===== config.mk =====
export PLATFORM = sky130hd
export DESIGN_NAME = instr_prefetch_queue
export DESIGN_NICKNAME = d
export VERILOG_FILES = /design/src/rtl/instr_prefetch_queue_pkg.sv /design/src/rtl/instr_prefetch_queue_fifo.sv /design/src/rtl/instr_prefetch_queue.sv
export SDC_FILE = /design/constraint.sdc
export NUM_CORES = 1
export LEC_CHECK = 0
export CAP_MARGIN = 20
export CORE_MARGIN = 10
export CORE_UTILIZATION = 45
export CTS_BUF_LIST = sky130_fd_sc_hd__clkbuf_16
export DETAILED_ROUTE_END_ITERATION = 6
export PLACE_DENSITY_LB_ADDON = 0.05
export RECOVER_POWER = 50
export SLEW_MARGIN = 15
export SYNTH_ARGS = -nofsm -noshare
export SYNTH_HDL_FRONTEND = slang
export SYNTH_SLANG_ARGS = --single-unit
export TNS_END_PERCENT = 30

===== constraint.sdc =====
create_clock -name clk -period 12 [get_ports clk]
set_input_delay 3 -clock clk [delete_from_list [all_inputs] [get_ports clk]]
set_output_delay 3 -clock clk [all_outputs]
set_load 0.1 [all_outputs]

===== src/rtl/instr_prefetch_queue_pkg.sv =====
// Shared types and constants for the instruction prefetch front end.
// Imported by the queue top and its fetch FIFO.
package instr_prefetch_queue_pkg;

  localparam int INSTR_W = 16;
  localparam int PC_W    = 16;

  localparam logic [INSTR_W-1:0] NOP_INSTR = 16'h0000;

  typedef enum logic {
    S_RUN,
    S_FLUSH
  } state_t;

  typedef struct packed {
    logic [INSTR_W-1:0] instr;
    logic [PC_W-1:0]    pc;
  } fetch_entry_t;

endpackage


===== src/rtl/instr_prefetch_queue_fifo.sv =====
// Circular buffer of fetched {instr, pc} entries.
// Pointers carry one extra bit so full and empty are distinguishable.
module fetch_fifo
  import instr_prefetch_queue_pkg::*;
#(
  parameter int DEPTH = 4,
  localparam int AW = $clog2(DEPTH),
  localparam int CW = $clog2(DEPTH + 1)
) (
  input  logic               clk,
  input  logic               rst,
  input  logic               clear,
  input  logic               push,
  input  logic [INSTR_W-1:0] push_instr,
  input  logic [PC_W-1:0]    push_pc,
  input  logic               pop,
  output logic [INSTR_W-1:0] head_instr,
  output logic [PC_W-1:0]    head_pc,
  output logic               empty,
  output logic               full,
  output logic [CW-1:0]      count
);

  fetch_entry_t mem [DEPTH];

  logic [AW:0] wr_ptr;
  logic [AW:0] rd_ptr;
  logic        push_ok;
  logic        pop_ok;

  assign empty = (wr_ptr == rd_ptr);
  assign full  = (wr_ptr[AW] != rd_ptr[AW]) &&
                 (wr_ptr[AW-1:0] == rd_ptr[AW-1:0]);
  assign count = wr_ptr - rd_ptr;

  assign push_ok = push && !full && !clear;
  assign pop_ok  = pop && !empty && !clear;

  assign head_instr = mem[rd_ptr[AW-1:0]].instr;
  assign head_pc    = mem[rd_ptr[AW-1:0]].pc;

  always_ff @(posedge clk or posedge rst) begin
    if (rst) begin
      wr_ptr <= '0;
      rd_ptr <= '0;
    end else if (clear) begin
      wr_ptr <= '0;
      rd_ptr <= '0;
    end else begin
      if (push_ok)
        wr_ptr <= wr_ptr + 1'b1;
      if (pop_ok)
        rd_ptr <= rd_ptr + 1'b1;
    end
  end

  // Storage needs no reset; empty masks stale contents.
  always_ff @(posedge clk) begin
    if (push_ok)
      mem[wr_ptr[AW-1:0]] <= '{instr: push_instr, pc: push_pc};
  end

endmodule


===== src/rtl/instr_prefetch_queue.sv =====
// Fetch front end: sequential PC generation, one-deep imem handshake,
// prefetch buffering and redirect flush feeding the decode stage.
module instr_prefetch_queue
  import instr_prefetch_queue_pkg::*;
#(
  parameter int               DEPTH    = 4,
  parameter logic [PC_W-1:0]  PC_STEP  = 16'd1,
  parameter logic [PC_W-1:0]  RESET_PC = 16'h0000,
  localparam int CW = $clog2(DEPTH + 1)
) (
  input  logic               clk,
  input  logic               reset,
  input  logic               redirect_valid,
  input  logic [PC_W-1:0]    redirect_pc,
  input  logic               stall,
  output logic               imem_req,
  output logic [PC_W-1:0]    imem_addr,
  input  logic               imem_ack,
  input  logic [INSTR_W-1:0] imem_rdata,
  output logic               out_valid,
  output logic [INSTR_W-1:0] out_instr,
  output logic [PC_W-1:0]    out_pc,
  output logic [PC_W-1:0]    out_npc,
  output logic [CW-1:0]      count
);

  state_t state_q;
  state_t state_d;

  logic [PC_W-1:0]    fetch_pc_q;
  logic [PC_W-1:0]    req_addr_q;
  logic               fetch_en_q;
  logic               push;
  logic               pop;
  logic               empty;
  logic               full;
  logic [INSTR_W-1:0] head_instr;
  logic [PC_W-1:0]    head_pc;

  fetch_fifo #(
    .DEPTH(DEPTH)
  ) u_fifo (
    .clk       (clk),
    .rst       (reset),
    .clear     (redirect_valid),
    .push      (push),
    .push_instr(imem_rdata),
    .push_pc   (imem_addr),
    .pop       (pop),
    .head_instr(head_instr),
    .head_pc   (head_pc),
    .empty     (empty),
    .full      (full),
    .count     (count)
  );

  // A stale request keeps its original address while fetch_pc moves on.
  assign imem_addr = (state_q == S_FLUSH) ? req_addr_q : fetch_pc_q;

  always_comb begin
    state_d  = state_q;
    imem_req = 1'b0;
    push     = 1'b0;
    unique case (state_q)
      S_RUN: begin
        imem_req = fetch_en_q && !full;
        push     = imem_req && imem_ack && !redirect_valid;
      end
      S_FLUSH: begin
        imem_req = 1'b1;
        if (imem_ack)
          state_d = S_RUN;
      end
    endcase
    if (redirect_valid)
      state_d = (imem_req && !imem_ack) ? S_FLUSH : S_RUN;
  end

  assign pop = out_valid && !stall && !redirect_valid;

  always_ff @(posedge clk or posedge reset) begin
    if (reset) begin
      state_q    <= S_RUN;
      fetch_pc_q <= RESET_PC;
      req_addr_q <= RESET_PC;
      fetch_en_q <= 1'b0;
    end else begin
      state_q    <= state_d;
      fetch_en_q <= 1'b1;
      if (redirect_valid) begin
        fetch_pc_q <= redirect_pc;
        req_addr_q <= imem_addr;
      end else if (push) begin
        fetch_pc_q <= fetch_pc_q + PC_STEP;
      end
    end
  end

  assign out_valid = !empty;
  assign out_instr = out_valid ? head_instr : NOP_INSTR;
  assign out_pc    = out_valid ? head_pc : '0;
  assign out_npc   = out_valid ? head_pc + PC_STEP : '0;

endmodule


==> flow_summary.ini, run 1 <==
[placement]
dp_hpwl_mm = 11.28
io_buffers = 105
dpl-instance-area_sq_um = 8781
place_congestion = 0.7660

[worst_setup_path]
cp_common_cell = inv_1
crit_path_start_kind = flop
reg2reg_depth = 4
cp_max_fo = 33
critPathSlowestCell = clkdlybuf4s50_1
end_kind = primary output
startpoint = u_fifo.wr_ptr[0]$_DFFE_PP0P_
critPathRequiredTime_ns = 9.00
critPathKind = reg2out
r2r_start = state_q$_DFF_PP0_
slowest_delay_ns = 0.98
crit_chain = inv_1, ha_1, nand2_1, nor2_2, inv_1, and2_1, mux2_1, clkdlybuf4s50_1
crit_arrival_ns = 4.52

[floorplanning]
core_area_sq_um = 16470
die_w_microns = 149.3
die_area_sq_um = 22300
die_h_microns = 149.3
rows = 47
pin_count = 106
initial_core_util_pct = 45.71

[pwr]
power.density_nw_per_um2 = 192.9
irDropWorstVdd_mv = 0.1076
power.total_mw = 1.799
leakage_nw = 3.180

[global_routing]
track_usage_pct = 15.97
grt_start_max_net_pins = 41
first_global_vias = 4833
overflow = 0
antenna_found_initial = 0
grt_first_pass_wirelength_mm = 27.41

[min_path]
min-delay-start = req_addr_q[12]$_DFFE_PP0P_
holdCritPathClass = reg2reg
holdPathStages = 2

[timing]
period_needed_ns = 7.522
fin_crit_sh_pct = 62.68
worst_pin_slew_ns = 2.228
setup_tns_ns = 0
rsz0062_at_grt = no
setup_viol = 0
hold_viol_final = 0
timing.slew.headroom_pct = -48.52
maxSlewViolCount = 108
finalClockSkew_ns = 0.008269
fmax_mhz = 132.9

[clocking]
cts_setup_buffers = 0
clock_path_buffers = 2
ctsHoldBuffers = 0
ctsResizeCount = 0
cts_tree = done
cts_sinks = 168
root_buffer = clkbuf_16
clock_latency_ns = 0.43
clk_pin_slew_ns = 0.07
numCtsBuffers = 17
cts_max_level = 4

[synthesis]
synth_fp_nets = 567
netlist_area_sq_um = 7526
yosysWarnings = 0
synth_edf_count = 128
yosys_register_bits = 168
ys_types = 53
async_reset_ff_share_pct = 23.81
synth_area_per_cell_sq_um = 14.47
synth_flop_cell = edfxtp_1
ys_seq_area_share_pct = 64.37
syn_inst = 520

[routing]
via_per_inst = 5.343
wirelength_mm = 17.14
drc = 0
wl_per_cell_microns = 19.98
drtAntennaViolNets = 0
drt_first_pass_iters = 4
vias = 4584
first_iter_violations = 295

[finish]
nets = 671
fillerInstances = 1337
postLayoutCellArea_sq_um = 9324
synthToLayoutAreaGrowth_pct = 23.89
layout-drive-gt1-share_pct = 13.03

[outcome]
violations = max-capacitance violations, max-slew violations
outcome = finished with violations

[run]
cap_violations = 3
==> worst paths after layout <==
check / end / slack (ns)
min: req_addr_q[12]$_DFFE_PP0P_ / 0.51
max reg2reg: u_fifo.mem[3][31]$_DFFE_PP_ / 8.61
min reg2reg: req_addr_q[12]$_DFFE_PP0P_ / 0.51
min in group asynchronous: req_addr_q[12]$_DFFE_PP0P_ / 3.83
max: out_npc[15] / 4.48
max in group asynchronous: u_fifo.rd_ptr[0]$_DFFE_PP0P_ / 6.73
==> per-layer routing <==
metal	global-route usage (%)	part of all wire (%)
met3	4.399	5.2
met5	0	0
met4	5.005	1.4
met1	20.74	45
met2	25.51	48
==> cell type report <==
cell class | count | area (sq um) | area share (%)
well taps | 220 | 275.3 | 2.952
clock buffers | 17 | 425.4 | 4.563
diodes | 1 | 2.502 | 0.02684
multi-input cells | 306 | 2466 | 26.45
inverters | 20 | 75.07 | 0.8052
clock inverters | 15 | 128.9 | 1.382
repair buffers | 111 | 1105 | 11.85
flip-flops and latches | 168 | 4846 | 51.97
==> sequential cells by signal (all words and copies together), names as in the netlist <==
register / count
u_fifo.rd_ptr: 3
fetch_pc_q: 16
req_addr_q: 16
state_q: 1
u_fifo.mem: 128
u_fifo.wr_ptr: 3
fetch_en_q: 1
==> worst max-delay path: cells and delay by family, from the launching register on <==
family                   cells  cell delay (ns)
AND/OR/NAND/NOR              3             1.24
buffers and inverters        3             1.81
multiplexers                 1             0.29
flip-flops                   1             0.42
adder cells (fa/ha/maj)      1             0.32
==> synth_stat cells, drive strengths merged, types with 12 or more instances <==
library cell / n / area share [%]
and2: 34 / 2.8
buf: 12 / 1.2
clkbuf: 14 / 0.70
dfrtp: 40 / 13
edfxtp: 128 / 51
inv: 20 / 1.0
mux2: 18 / 2.7
mux4: 32 / 9.6
nand2: 34 / 1.7
nand3: 13 / 1.1
nor2: 68 / 3.4
o21ai: 17 / 1.2
==> kinds of logic after synthesis <==
family / after synthesis / synth area share (%)
AO/OA/AOI/OAI: 52 / 4.905
XOR/XNOR: 8 / 1.031
adder cells (fa/ha/maj): 10 / 1.762
buffers and inverters: 46 / 2.876
flip-flops: 168 / 64.37
multiplexers: 51 / 12.40
other: 1 / 0.04983
AND/OR/NAND/NOR: 184 / 12.60
==> placed cells by master, fill, tap and decap left out, drive strengths merged, types with 13 or more instances in the layout <==
cell,Yosys,routed
dfrtp,40,40
nand2,34,34
edfxtp,128,128
clkbuf,14,20
dlygate4sd3,0,19
and2,34,34
mux2,18,18
clkdlybuf4s50,0,86
inv,20,26
nand3,13,13
nor2,68,68
mux4,32,32
o21ai,17,17
==> stage by stage <==
stage / hold slack (ns) / setup WS [ns] / utilization (%) / instances
after detailed placement: 0.4944 / 4.896 / 53.33 / 824
after CTS: 0.5102 / 4.419 / 56.69 / 856
after floorplan: 0.4693 / 5.189 / - / 520
after global placement: 0.4823 / 5.049 / 53.16 / 823
after global routing: 0.5543 / 4.149 / 56.61 / 857
final: 0.5052 / 4.478 / 56.63 / 858
==> power by group <==
part           leakage [nW]  switching (mW)  internal (mW)  total, mW
Sequential             1.64          0.0142          0.653      0.667
Combinational          1.29           0.467          0.149      0.617
Clock                 0.255           0.230          0.285      0.515
Total                  3.18           0.711           1.09       1.80
Note: power is estimated with default switching activity, not from simulation.
==> run 2: changes to the inputs <==
clock period = 7.6 ns   (was 12 ns; I/O delays follow)
==> run 2 against run 1 <==
Net effect:
- the flow still finishes with violations (max-capacitance violations, max-slew violations)
- critical endpoint is now out_npc[11]
- cell count unchanged
- sequential cell count unchanged
- worst hold slack better by 0.0039 ns
- via count rose by 2.1%
- worst setup slack got worse by 3.4 ns
- sequential share of layout area down 0.22 points
- first-iteration DRC count is 26% lower
- die area did not move
- highest routed layer unchanged
- sequential power increased by 59%
==> flow_summary.ini, run 2 (synthesis gave the netlist of run 1 again) <==
[clocking]
cts_setup_buffers = 0
cts_max_level = 4
clock_latency_ns = 0.43
clk_pin_slew_ns = 0.06
clock_path_buffers = 2
ctsHoldBuffers = 0
cts_sinks = 168
ctsResizeCount = 0
cts_tree = done
root_buffer = clkbuf_16
numCtsBuffers = 17

[worst_setup_path]
r2r_setup_slack_ns = 4.08
worstReg2RegEnd = u_fifo.mem[3][13]$_DFFE_PP_
slowest_delay_ns = 0.97
critPathSlowestCell = clkdlybuf4s50_1
cp_top_family = buffers and inverters
r2r_start = u_fifo.rd_ptr[1]$_DFFE_PP0P_
crit_arrival_ns = 4.64
cp_common_cell = inv_1
path_buf_inv = 3
critPathKind = reg2out
crit_path_start_kind = flop
end_kind = primary output
crit_chain = inv_1, ha_1, nand2_1, nor2_2, inv_1, and2_1, mux2_1, clkdlybuf4s50_1
reg2reg_depth = 6
cp_max_fo = 32
critPathRequiredTime_ns = 5.70

[pwr]
pwr-share-clk_pct = 29.8
p_int_mw = 1.758
leakage_nw = 3.206
irDropWorstVdd_mv = 0.1695
power.total_mw = 2.886
p_comb_share_pct = 33.6
p_switching_mw = 1.129
power.density_nw_per_um2 = 308.3
p_sw_share_pct = 39.10
p_seq_share_pct = 36.6

[placement]
place_congestion = 0.7791
io_buffers = 105
dp.cells = 825
dpl-instance-area_sq_um = 8788
dp_hpwl_mm = 11.23
dpl_worst_slack_ns = 1.370

[routing]
first_iter_violations = 217
via_per_inst = 5.453
wl_per_cell_microns = 19.89
vias = 4679
drc = 0
drt_first_pass_iters = 4
wirelength_mm = 17.06
drtAntennaViolNets = 0

[global_routing]
grt_start_max_net_pins = 41
first_global_vias = 4789
grt_first_pass_wirelength_mm = 27.14
overflow = 0
track_usage_pct = 15.87
antenna_found_initial = 0

[min_path]
holdCritPathClass = reg2reg
whs_endpoint = req_addr_q[10]$_DFFE_PP0P_
min-delay-start = req_addr_q[10]$_DFFE_PP0P_
holdPathStages = 2

[finish]
layout-drive-gt1-share_pct = 13.48
final_cell_mix = edfxtp_1, clkdlybuf4s50_1, nor2_1
largest_register_ffs = 128
layout_commonest_cell = edfxtp_1
utilization_pct = 56.86
fin_cells = 858
nets = 672
postLayoutCellArea_sq_um = 9363
synthToLayoutAreaGrowth_pct = 24.41
n_antenna_cell = 0

[run]
cap_violations = 3

[floorplanning]
die_w_microns = 149.3
die_area_sq_um = 22300
die_h_microns = 149.3
initial_core_util_pct = 45.71
pin_count = 106
core_area_sq_um = 16470
rows = 47

[timing]
finalClockSkew_ns = 0.008154
fmax_mhz = 152.8
hold_ws_ns = 0.5091
period_needed_ns = 6.544
timing.final.ws_setup_ns = 1.056
rsz0062_at_grt = no
worst_pin_slew_ns = 2.285
maxSlewViolCount = 108
hold_viol_final = 0
fin_crit_sh_pct = 86.11
setup_viol = 0
setup_tns_ns = 0
timing.slew.headroom_pct = -52.36

[outcome]
violations = max-capacitance violations, max-slew violations
outcome = finished with violations
[run 2: changes by cell type in the layout (fill, tap and decap cells not counted)]
cell,previous run,this run
diode_2,1,0
dlygate4sd3_1,19,18
clkinv_2,0,2
inv_8,0,2
clkinvlp_4,7,4
clkinv_4,0,1
clkinv_1,1,0
clkdlybuf4s50_1,86,87
inv_1,22,20
bufinv_16,1,2
clkbuf_1,3,4
[run 2: final cells by class]
cell class	count	area, sq um
Fill cell	1340	7103
Sequential cell	168	4846
Multi-Input combinational cell	306	2466
Timing Repair Buffer	112	1109
Clock buffer	17	425.4
Tap cell	220	275.3
Clock inverter	15	166.4
Inverter	20	75.07
[run 2: per-layer routing]
| layer | part of all wire, % | global-route usage [%] | up-vias | wire length, microns |
|---|---|---|---|---|
| met5 | 0 | 0 | - | 0 |
| met2 | 48 | 24.82 | 123 | 8151 |
| met1 | 45 | 21.01 | 2356 | 7758 |
| met3 | 5.5 | 4.339 | 20 | 939 |
| met4 | 1.3 | 5.250 | 0 | 214 |
| li1 | - | - | 2180 | - |
[run 2: worst register-to-register path, cell delays in order, from the launching register on]
cell,delay [ns]
dfrtp_1,0.68
inv_1,0.10
ha_1,0.31
nand2_1,0.15
o211ai_1,1.35
nor2_4,0.36
buf_16,0.31
[run 2: power groups by stage]
| stage | Combinational, mW | Sequential, mW | Clock (mW) |
|---|---|---|---|
| 2_1_floorplan | 0.765 | 1.07 | 0 |
| 3_3_place_gp | 0.978 | 1.07 | 0 |
| 3_5_place_dp | 0.986 | 1.07 | 0 |
| 4_1_cts | 0.988 | 1.06 | 0.878 |
| 5_1_grt | 1.02 | 1.06 | 0.916 |
| 6_report | 0.969 | 1.06 | 0.861 |
[run 2: worst max-delay path by stage]
stage | startpoint | end | slack (ns) | cells past startpoint
detailed placement | u_fifo.rd_ptr[1]$_DFFE_PP0P_ | out_npc[11] | 1.37 | 8
finish | u_fifo.rd_ptr[1]$_DFFE_PP0P_ | out_npc[11] | 1.06 | 8
global route | u_fifo.rd_ptr[1]$_DFFE_PP0P_ | out_npc[12] | 0.63 | 8
global placement | u_fifo.rd_ptr[1]$_DFFE_PP0P_ | out_npc[10] | 1.50 | 8
CTS | u_fifo.rd_ptr[1]$_DFFE_PP0P_ | out_npc[11] | 0.91 | 8
floorplan | u_fifo.rd_ptr[1]$_DFFE_PP0P_ | out_instr[12] | 1.89 | 11
==> run 3: changes to the inputs <==
CAP_MARGIN = 10   (was 20)
==> run 3 against run 2 <==
Net effect:
- the flow still finishes with violations (max-capacitance violations, max-slew violations)
- worst hold slack worse by 0.0016 ns
- worst setup slack lost 0.017 ns
- cell count is the same
- final area down 0.75%
- sequential share of layout area grew 0.39 points
- clock-buffer cell count unchanged
- sequential power hardly changed
- non-clock buffer count is 1 lower
- global-route usage down 0.095 points
- via count is 0.43% lower
- register-to-register slack better by 0.04 ns
==> flow_summary.ini, run 3 (synthesis gave the netlist of run 1 again) <==
[worst_setup_path]
cp_max_fo = 32
crit_path_start_kind = flop
critPathRequiredTime_ns = 5.70
end_kind = primary output
worstReg2RegEnd = u_fifo.mem[3][21]$_DFFE_PP_
r2r_setup_slack_ns = 4.12
r2r_start = u_fifo.rd_ptr[1]$_DFFE_PP0P_
worstSetupEndpoint = out_npc[13]
critPathKind = reg2out
startpoint = u_fifo.rd_ptr[1]$_DFFE_PP0P_
reg2reg_depth = 6
crit_arrival_ns = 4.66

[pwr]
power.total_mw = 2.803
pwr-share-clk_pct = 27.7
p_seq_share_pct = 37.7
p_sw_share_pct = 39.93
p_comb_share_pct = 34.6
leakage_nw = 3.178
power.density_nw_per_um2 = 301.6
p_switching_mw = 1.119
p_int_mw = 1.684
irDropWorstVdd_mv = 0.1631

[floorplanning]
rows = 47
core_area_sq_um = 16470
initial_core_util_pct = 45.71
die_w_microns = 149.3
die_h_microns = 149.3
pin_count = 106
die_area_sq_um = 22300

[clocking]
cts_max_level = 4
clk_pin_slew_ns = 0.06
numCtsBuffers = 17
clock_latency_ns = 0.43
cts_sinks = 168
ctsResizeCount = 0
root_buffer = clkbuf_16
cts_tree = done
clock_path_buffers = 2
ctsHoldBuffers = 0
cts_setup_buffers = 0

[timing]
rsz0062_at_grt = no
timing.slew.headroom_pct = -51.27
setup_viol = 0
setup_tns_ns = 0
worst_pin_slew_ns = 2.269
hold_ws_ns = 0.5075
finalClockSkew_ns = 0.01036
fin_crit_sh_pct = 86.34
period_needed_ns = 6.562
maxSlewViolCount = 108
fmax_mhz = 152.4
hold_viol_final = 0

[finish]
fin_cells = 858
nets = 671
layout_commonest_cell = edfxtp_1
final_cell_mix = edfxtp_1, clkdlybuf4s50_1, nor2_1
fillerInstances = 1351
seq_area_sq_um = 4846
largest_register_ffs = 128
multi_input_area_sq_um = 2466
layout-drive-gt1-share_pct = 13.03
synthToLayoutAreaGrowth_pct = 23.47
postLayoutCellArea_sq_um = 9293

[routing]
wirelength_mm = 17.10
drc = 0
vias = 4659
first_iter_violations = 245
wl_met1_mm = 7.654
wl_met2_mm = 8.212
dr_wl_met3_mm = 1.022
wl_per_cell_microns = 19.93
dr.max_layer_used = met4
drtAntennaViolNets = 0
via_per_inst = 5.430
drt_first_pass_iters = 4

[global_routing]
track_usage_pct = 15.78
overflow = 0
grt_start_max_net_pins = 41
antenna_found_initial = 0
grt_first_pass_wirelength_mm = 27.07
first_global_vias = 4815

[placement]
io_buffers = 105
dpl-instance-area_sq_um = 8761
place_congestion = 0.7791
dp.cells = 824
dp_hpwl_mm = 11.15

[run]
cap_violations = 3

[outcome]
violations = max-capacitance violations, max-slew violations
outcome = finished with violations

[min_path]
holdCritPathClass = reg2reg
holdPathStages = 2
[run 3: per-stage QoR]
| step | util, % | worst slack [ns] |
|---|---|---|
| 2_1_floorplan | - | 1.889 |
| 3_3_place_gp | 53.21 | 1.497 |
| 3_5_place_dp | 53.21 | 1.392 |
| 4_1_cts | 56.43 | 0.9202 |
| 5_1_grt | 56.42 | 0.6167 |
| 6_report | 56.44 | 1.038 |
[run 3: per-layer routing]
metal  GRT usage (%)  vias up
met5               0        -
met4           4.858        0
li1                -     2175
met3           4.460       18
met2           24.64      124
met1           20.96     2342
[run 3: layout make-up]
class | instances | area share, %
well taps | 220 | 2.962
clock inverters | 15 | 1.131
diodes | 1 | 0.02693
flip-flops and latches | 168 | 52.15
inverters | 20 | 0.8079
repair buffers | 111 | 11.81
clock buffers | 17 | 4.578
multi-input cells | 306 | 26.54
[run 3: worst min path at each step]
stage                               startpoint                    endpoint  slack, ns
floorplan            req_addr_q[0]$_DFFE_PP0P_   req_addr_q[0]$_DFFE_PP0P_       0.47
global placement    req_addr_q[14]$_DFFE_PP0P_  req_addr_q[14]$_DFFE_PP0P_       0.48
detailed placement  req_addr_q[10]$_DFFE_PP0P_  req_addr_q[10]$_DFFE_PP0P_       0.50
CTS                 req_addr_q[10]$_DFFE_PP0P_  req_addr_q[10]$_DFFE_PP0P_       0.51
global route        req_addr_q[14]$_DFFE_PP0P_  req_addr_q[14]$_DFFE_PP0P_       0.54
finish              req_addr_q[11]$_DFFE_PP0P_  req_addr_q[11]$_DFFE_PP0P_       0.51
[run 3: worst max-delay path, cell delays in order (launching register included)]
cell             delay (ns)
dfrtp_1                0.68
inv_1                  0.10
ha_1                   0.31
nand2_1                0.15
nor2_2                 0.69
inv_1                  0.67
and2_1                 0.35
mux2_1                 0.29
clkdlybuf4s50_1        0.97
[run 3: power groups by stage]
stage / Sequential [mW] / Clock (mW) / Combinational, mW
global route: 1.06 / 0.828 / 1.02
global placement: 1.07 / 0 / 0.978
floorplan: 1.07 / 0 / 0.765
CTS: 1.06 / 0.790 / 0.988
detailed placement: 1.07 / 0 / 0.986
finish: 1.06 / 0.778 / 0.970
